**config.mk**
```make
export PLATFORM = sky130hd
export DESIGN_NAME = conv_window_ctrl
export DESIGN_NICKNAME = d
export VERILOG_FILES = /design/src/rtl/conv_window_ctrl.sv
export SDC_FILE = /design/constraint.sdc
export NUM_CORES = 1
export LEC_CHECK = 0
export ABC_AREA = 1
export ABC_CLOCK_PERIOD_IN_PS = 14500
export CORE_ASPECT_RATIO = 2
export CORE_UTILIZATION = 40
export DETAILED_ROUTE_END_ITERATION = 10
export DONT_BUFFER_PORTS = 1
export PLACE_DENSITY = 0.57
export SYNTH_ARGS = -nofsm -noshare
export SYNTH_HDL_FRONTEND = slang
export SYNTH_SLANG_ARGS = --single-unit
```
**constraint.sdc**
```tcl
create_clock -name clk -period 14.5 [get_ports clk]
set_clock_uncertainty 0.05 [all_clocks]
set_input_delay 1.45 -clock clk [delete_from_list [all_inputs] [get_ports clk]]
set_output_delay 1.45 -clock clk [all_outputs]
set_load 0.005 [all_outputs]
```
**src/rtl/conv_window_ctrl.sv**
```systemverilog
// Window sequencer for the 4x4 conv/ReLU datapath.
// Fetches each 4x4 window, captures the result, streams it out.
module conv_window_ctrl #(
    parameter int lenOfInput  = 8,
    parameter int lenOfOutput = 25,
    parameter int IMG_W       = 8,
    parameter int IMG_H       = 8,
    parameter int ADDR_W      = 6,
    parameter int OADDR_W     = 5
) (
    input  logic                    clk,
    input  logic                    rst,
    input  logic                    start,
    output logic                    busy,
    output logic                    done,
    output logic                    rd_en,
    output logic [ADDR_W-1:0]       rd_addr,
    input  logic [lenOfInput-1:0]   rd_data,
    output logic [16*lenOfInput-1:0] win_data,
    output logic                    win_valid,
    input  logic [lenOfOutput-1:0]  result_in,
    output logic                    out_valid,
    input  logic                    out_ready,
    output logic [lenOfOutput-1:0]  out_data,
    output logic [OADDR_W-1:0]      out_addr
);

    typedef enum logic [2:0] {
        IDLE,
        FETCH,
        CALC,
        OUT,
        DONE
    } state_t;

    localparam logic [ADDR_W-1:0] R_LAST = ADDR_W'(IMG_H - 4);
    localparam logic [ADDR_W-1:0] C_LAST = ADDR_W'(IMG_W - 4);

    state_t            state;
    logic [ADDR_W-1:0] r;
    logic [ADDR_W-1:0] c;
    logic [4:0]        idx;
    logic [ADDR_W-1:0] nr;
    logic [ADDR_W-1:0] nc;
    logic [4:0]        idx_nx;
    logic [OADDR_W-1:0] oidx;

    // pixel address of tap i of the window anchored at (rr, cc)
    function automatic logic [ADDR_W-1:0] pix_addr(
        input logic [ADDR_W-1:0] rr,
        input logic [ADDR_W-1:0] cc,
        input logic [4:0]        i
    );
        pix_addr = ADDR_W'((32'(rr) + 32'(i[4:2])) * 32'(IMG_W)
                           + 32'(cc) + 32'(i[1:0]));
    endfunction

    // raster-order successor of the current window anchor
    always_comb begin
        nr     = r;
        nc     = c + 1'b1;
        idx_nx = idx + 5'd1;
        oidx   = OADDR_W'(32'(r) * 32'(IMG_W - 3) + 32'(c));
        if (c == C_LAST) begin
            nc = '0;
            nr = r + 1'b1;
        end
    end

    // main sequencer: all outputs registered
    always_ff @(posedge clk or posedge rst) begin
        if (rst) begin
            state     <= IDLE;
            busy      <= 1'b0;
            done      <= 1'b0;
            rd_en     <= 1'b0;
            rd_addr   <= '0;
            win_data  <= '0;
            win_valid <= 1'b0;
            out_valid <= 1'b0;
            out_data  <= '0;
            out_addr  <= '0;
            r         <= '0;
            c         <= '0;
            idx       <= '0;
        end else begin
            case (state)
                IDLE: begin
                    if (start) begin
                        state   <= FETCH;
                        busy    <= 1'b1;
                        r       <= '0;
                        c       <= '0;
                        idx     <= '0;
                        rd_en   <= 1'b1;
                        rd_addr <= '0;
                    end
                end
                FETCH: begin
                    // data for read idx-1 arrives this cycle
                    for (int k = 0; k < 16; k++) begin
                        if (idx == 5'(k + 1)) begin
                            win_data[k*lenOfInput +: lenOfInput] <= rd_data;
                        end
                    end
                    if (idx == 5'd16) begin
                        state     <= CALC;
                        win_valid <= 1'b1;
                        rd_en     <= 1'b0;
                    end else begin
                        idx   <= idx_nx;
                        rd_en <= (idx != 5'd15);
                        if (idx != 5'd15) begin
                            rd_addr <= pix_addr(r, c, idx_nx);
                        end
                    end
                end
                CALC: begin
                    win_valid <= 1'b0;
                    out_data  <= result_in;
                    out_addr  <= oidx;
                    out_valid <= 1'b1;
                    state     <= OUT;
                end
                OUT: begin
                    if (out_ready) begin
                        out_valid <= 1'b0;
                        if (r == R_LAST && c == C_LAST) begin
                            state <= DONE;
                            done  <= 1'b1;
                        end else begin
                            r       <= nr;
                            c       <= nc;
                            idx     <= '0;
                            rd_en   <= 1'b1;
                            rd_addr <= pix_addr(nr, nc, 5'd0);
                            state   <= FETCH;
                        end
                    end
                end
                DONE: begin
                    done  <= 1'b0;
                    busy  <= 1'b0;
                    state <= IDLE;
                end
                default: state <= IDLE;
            endcase
        end
    end

endmodule

```
==> impl_metrics.py <==
metrics = {
    "die": {
        "dieArea_um2": 21800,
        "num_rows": 74,
        "fp.dieW_um": 105,
        "ios": 206,
        "start_util_pct": 41.2,
        "die_y_um": 208,
        "core-area_um2": 20600,
    },
    "pwr": {
        "p_int_w": 0.00124,
        "ir_drop_uv": 127,
        "p_comb_share_pct": 27.0,
        "power_frac_clock_pct": 23.0,
        "p_switching_w": 0.000815,
        "switching_share_pct": 39.7,
        "powerDensity_nw_per_um2": 224,
        "p_leak_nw": 4.42,
        "power_frac_seq_pct": 50.0,
    },
    "yosys": {
        "synth-main-ff-cell": "dfrtp_1",
        "netlist-cell-type-count": 39,
        "post-synth-top-count-cell": "nand2_1",
        "avgSynthCellArea_um2": 9.68,
        "synth.area.top_cells": "dfrtp_1 56%, nand2_1 12%, o21ai_0 3.8%, o21ai_1 3.7%, ha_1 3.4%",
        "syn-num-nets": 939,
        "synth_top_area_share_pct": 55.9,
        "syn-instance-count": 874,
        "ys_async_sr_fraction_pct": 100,
        "synth_area_um2": 8460,
        "synth_edf_count": 0,
        "yosysWarningCount": 0,
        "synthTopCellsByCount": "266 x nand2_1, 189 x dfrtp_1, 65 x o21ai_0",
        "ys_ff_latch": 189,
        "yosysSeqAreaShare_pct": 55.9,
        "yosysTopAreaCell": "dfrtp_1",
    },
    "global_route": {
        "grt_max_degree": 68,
        "grt_pass1_wl_mm": 34.1,
        "grt_pass1_vias": 5628,
        "overflow": 0,
        "grt_antenna_before_repair": 0,
        "grt_usage_pct": 21.1,
    },
    "timing": {
        "worst_slew_pin_slew_ps": 953,
        "relSlewSlack_pct": 36.1,
        "post-route-period-util_pct": 21.0,
        "hold_viol_final": 0,
        "fmax_ghz": 0.329,
        "setup_viol": 0,
        "whs_ps": 444,
        "rsz0062_at_grt": "no",
        "finalWorstSetupSlack_ps": 11460,
        "min_period_ps": 3040,
        "drv_slew": 0,
        "tns_ps": 0,
    },
    "place": {
        "portBuffers": 0,
        "hpwl_mm": 16.2,
        "dp_slack_ps": 10870,
        "gp_congestion": 0.865,
    },
    "layout": {
        "num-nets-final": 924,
        "diodes": 0,
        "drive_gt1_share_pct": 12.5,
        "syn_to_final_growth_pct": 8.18,
    },
    "clock_tree": {
        "cts.clk_slew.worst_paths_ps": 60,
        "cts.sinks": 189,
        "cts_buffer_depth": 2,
        "numCtsBuffers": 17,
        "clock_latency_ps": 430,
        "cts.repair.resized": 0,
        "cts_tree": "yes",
        "clockRootBuffer": "clkbuf_16",
        "cts_max_level": 4,
        "cts_hold_buf": 0,
        "cts_setup_buffers": 0,
    },
    "flow_run": {
        "drv_cap": 0,
    },
    "hold_path": {
        "hold_path_class": "reg2reg",
        "min_delay_path_depth": 2,
    },
    "drt": {
        "drc_errors": 0,
        "wire_per_inst_um": 19.3,
        "num_vias": 5732,
        "routed_wirelength_mm": 22.0,
        "dr.pass1.iters": 4,
        "viasPerCell": 5.04,
        "ant_nets": 0,
        "drtIter0Drc": 261,
    },
    "worst_setup_path": {
        "critical_path_class": "in2async",
        "crit_path_end_kind": "asynchronous set/reset pin",
        "crit_required_ps": 14910,
        "cp.arrival_ps": 3450,
        "cp-start-kind": "primary input",
        "cp_max_fo": 67,
        "r2r_cells": 14,
    },
    "outcome": {
        "outcome": "finished clean",
    },
}
==> power groups by stage <==
stage | Sequential (W) | Combinational, W | Clock (W)
floorplan | 0.000927 | 0.000503 | 0
global placement | 0.00104 | 0.000548 | 0
detailed placement | 0.00104 | 0.000565 | 0
CTS | 0.00103 | 0.000565 | 0.000485
global route | 0.00105 | 0.000643 | 0.000502
finish | 0.00103 | 0.000554 | 0.000472
==> stage by stage <==
stage	std cells	instance area [µm²]	util, %	total power (W)
floorplan	874	8460	-	0.00143
global placement	1106	8550	41.6	0.00158
detailed placement	1106	8550	41.6	0.00160
CTS	1138	9150	44.5	0.00208
global route	1138	9150	44.5	0.00219
finish	1138	9150	44.5	0.00205
==> area by class of cell <==
type,count,area (µm²)
clock inverters,9,101
fillers,2057,11400
repair buffers,3,22.5
clock buffers,23,498
flip-flops and latches,189,4730
well taps,266,333
inverters,64,245
multi-input cells,584,3220
==> logic make-up after synthesis <==
family,share of synthesized area [%]
and+or+nand+nor,20.7
DFF,55.9
buffers and inverters,6.03
AOI/OAI and AO/OA,10.9
xor gates and xnor gates,1.86
adders and majority gates,4.59
==> state kept, by name, summed over array words and instances, names as in the netlist <==
register / count
rd_addr: 6
out_data: 25
c: 6
state: 3
busy: 1
done: 1
idx: 5
rd_en: 1
win_data: 128
out_addr: 5
r: 6
win_valid: 1
out_valid: 1
==> critical path: stages <==
cell	delay [ps]
clkinv_4	350
buf_4	790
buf_4	770
==> worst paths after layout <==
| check | to | from | slack, ps |
|---|---|---|---|
| max | win_data[124] | rst | 11460 |
| min in group asynchronous | win_data[89] | rst | 860 |
| min reg2reg | out_data[18] | out_data[18] | 440 |
| min | out_data[18] | out_data[18] | 440 |
| max reg2reg | rd_addr[5] | idx[2] | 11500 |
| max in group clk | rd_addr[5] | idx[2] | 11500 |
==> routing by layer <==
metal	GRT usage (%)	up-vias	part of all wire, %	wire length, µm
met5	0	-	0	0
met4	10.9	0	4.1	893
met3	4.49	42	3.8	831
met2	39.6	150	56	12400
met1	21.6	2764	36	7930
li1	-	2776	-	-
==> cells in the final DEF, fill, tap and decap left out, types with 2 or more instances in the layout <==
master and n:
clkbuf_16 17, xnor2_1 7, o21ai_1 63, nand4_1 3
a21oi_1 13, clkinv_4 5, o21ai_0 65, fa_1 5
clkbuf_8 5, buf_4 3, inv_8 2, nor2_1 31
nor2_4 4, nand4_4 2, inv_1 53, dfrtp_1 189
nand2_1 266, nand3_2 2, nor2_2 6, nand3_4 5
ha_1 23, o21ai_2 18, nor2_8 4, o22ai_1 5
nand3_1 21, nand2_4 4, nand2_2 15, xor2_1 11
nor3_2 3, inv_2 9
(Power assumes the default switching activity.)
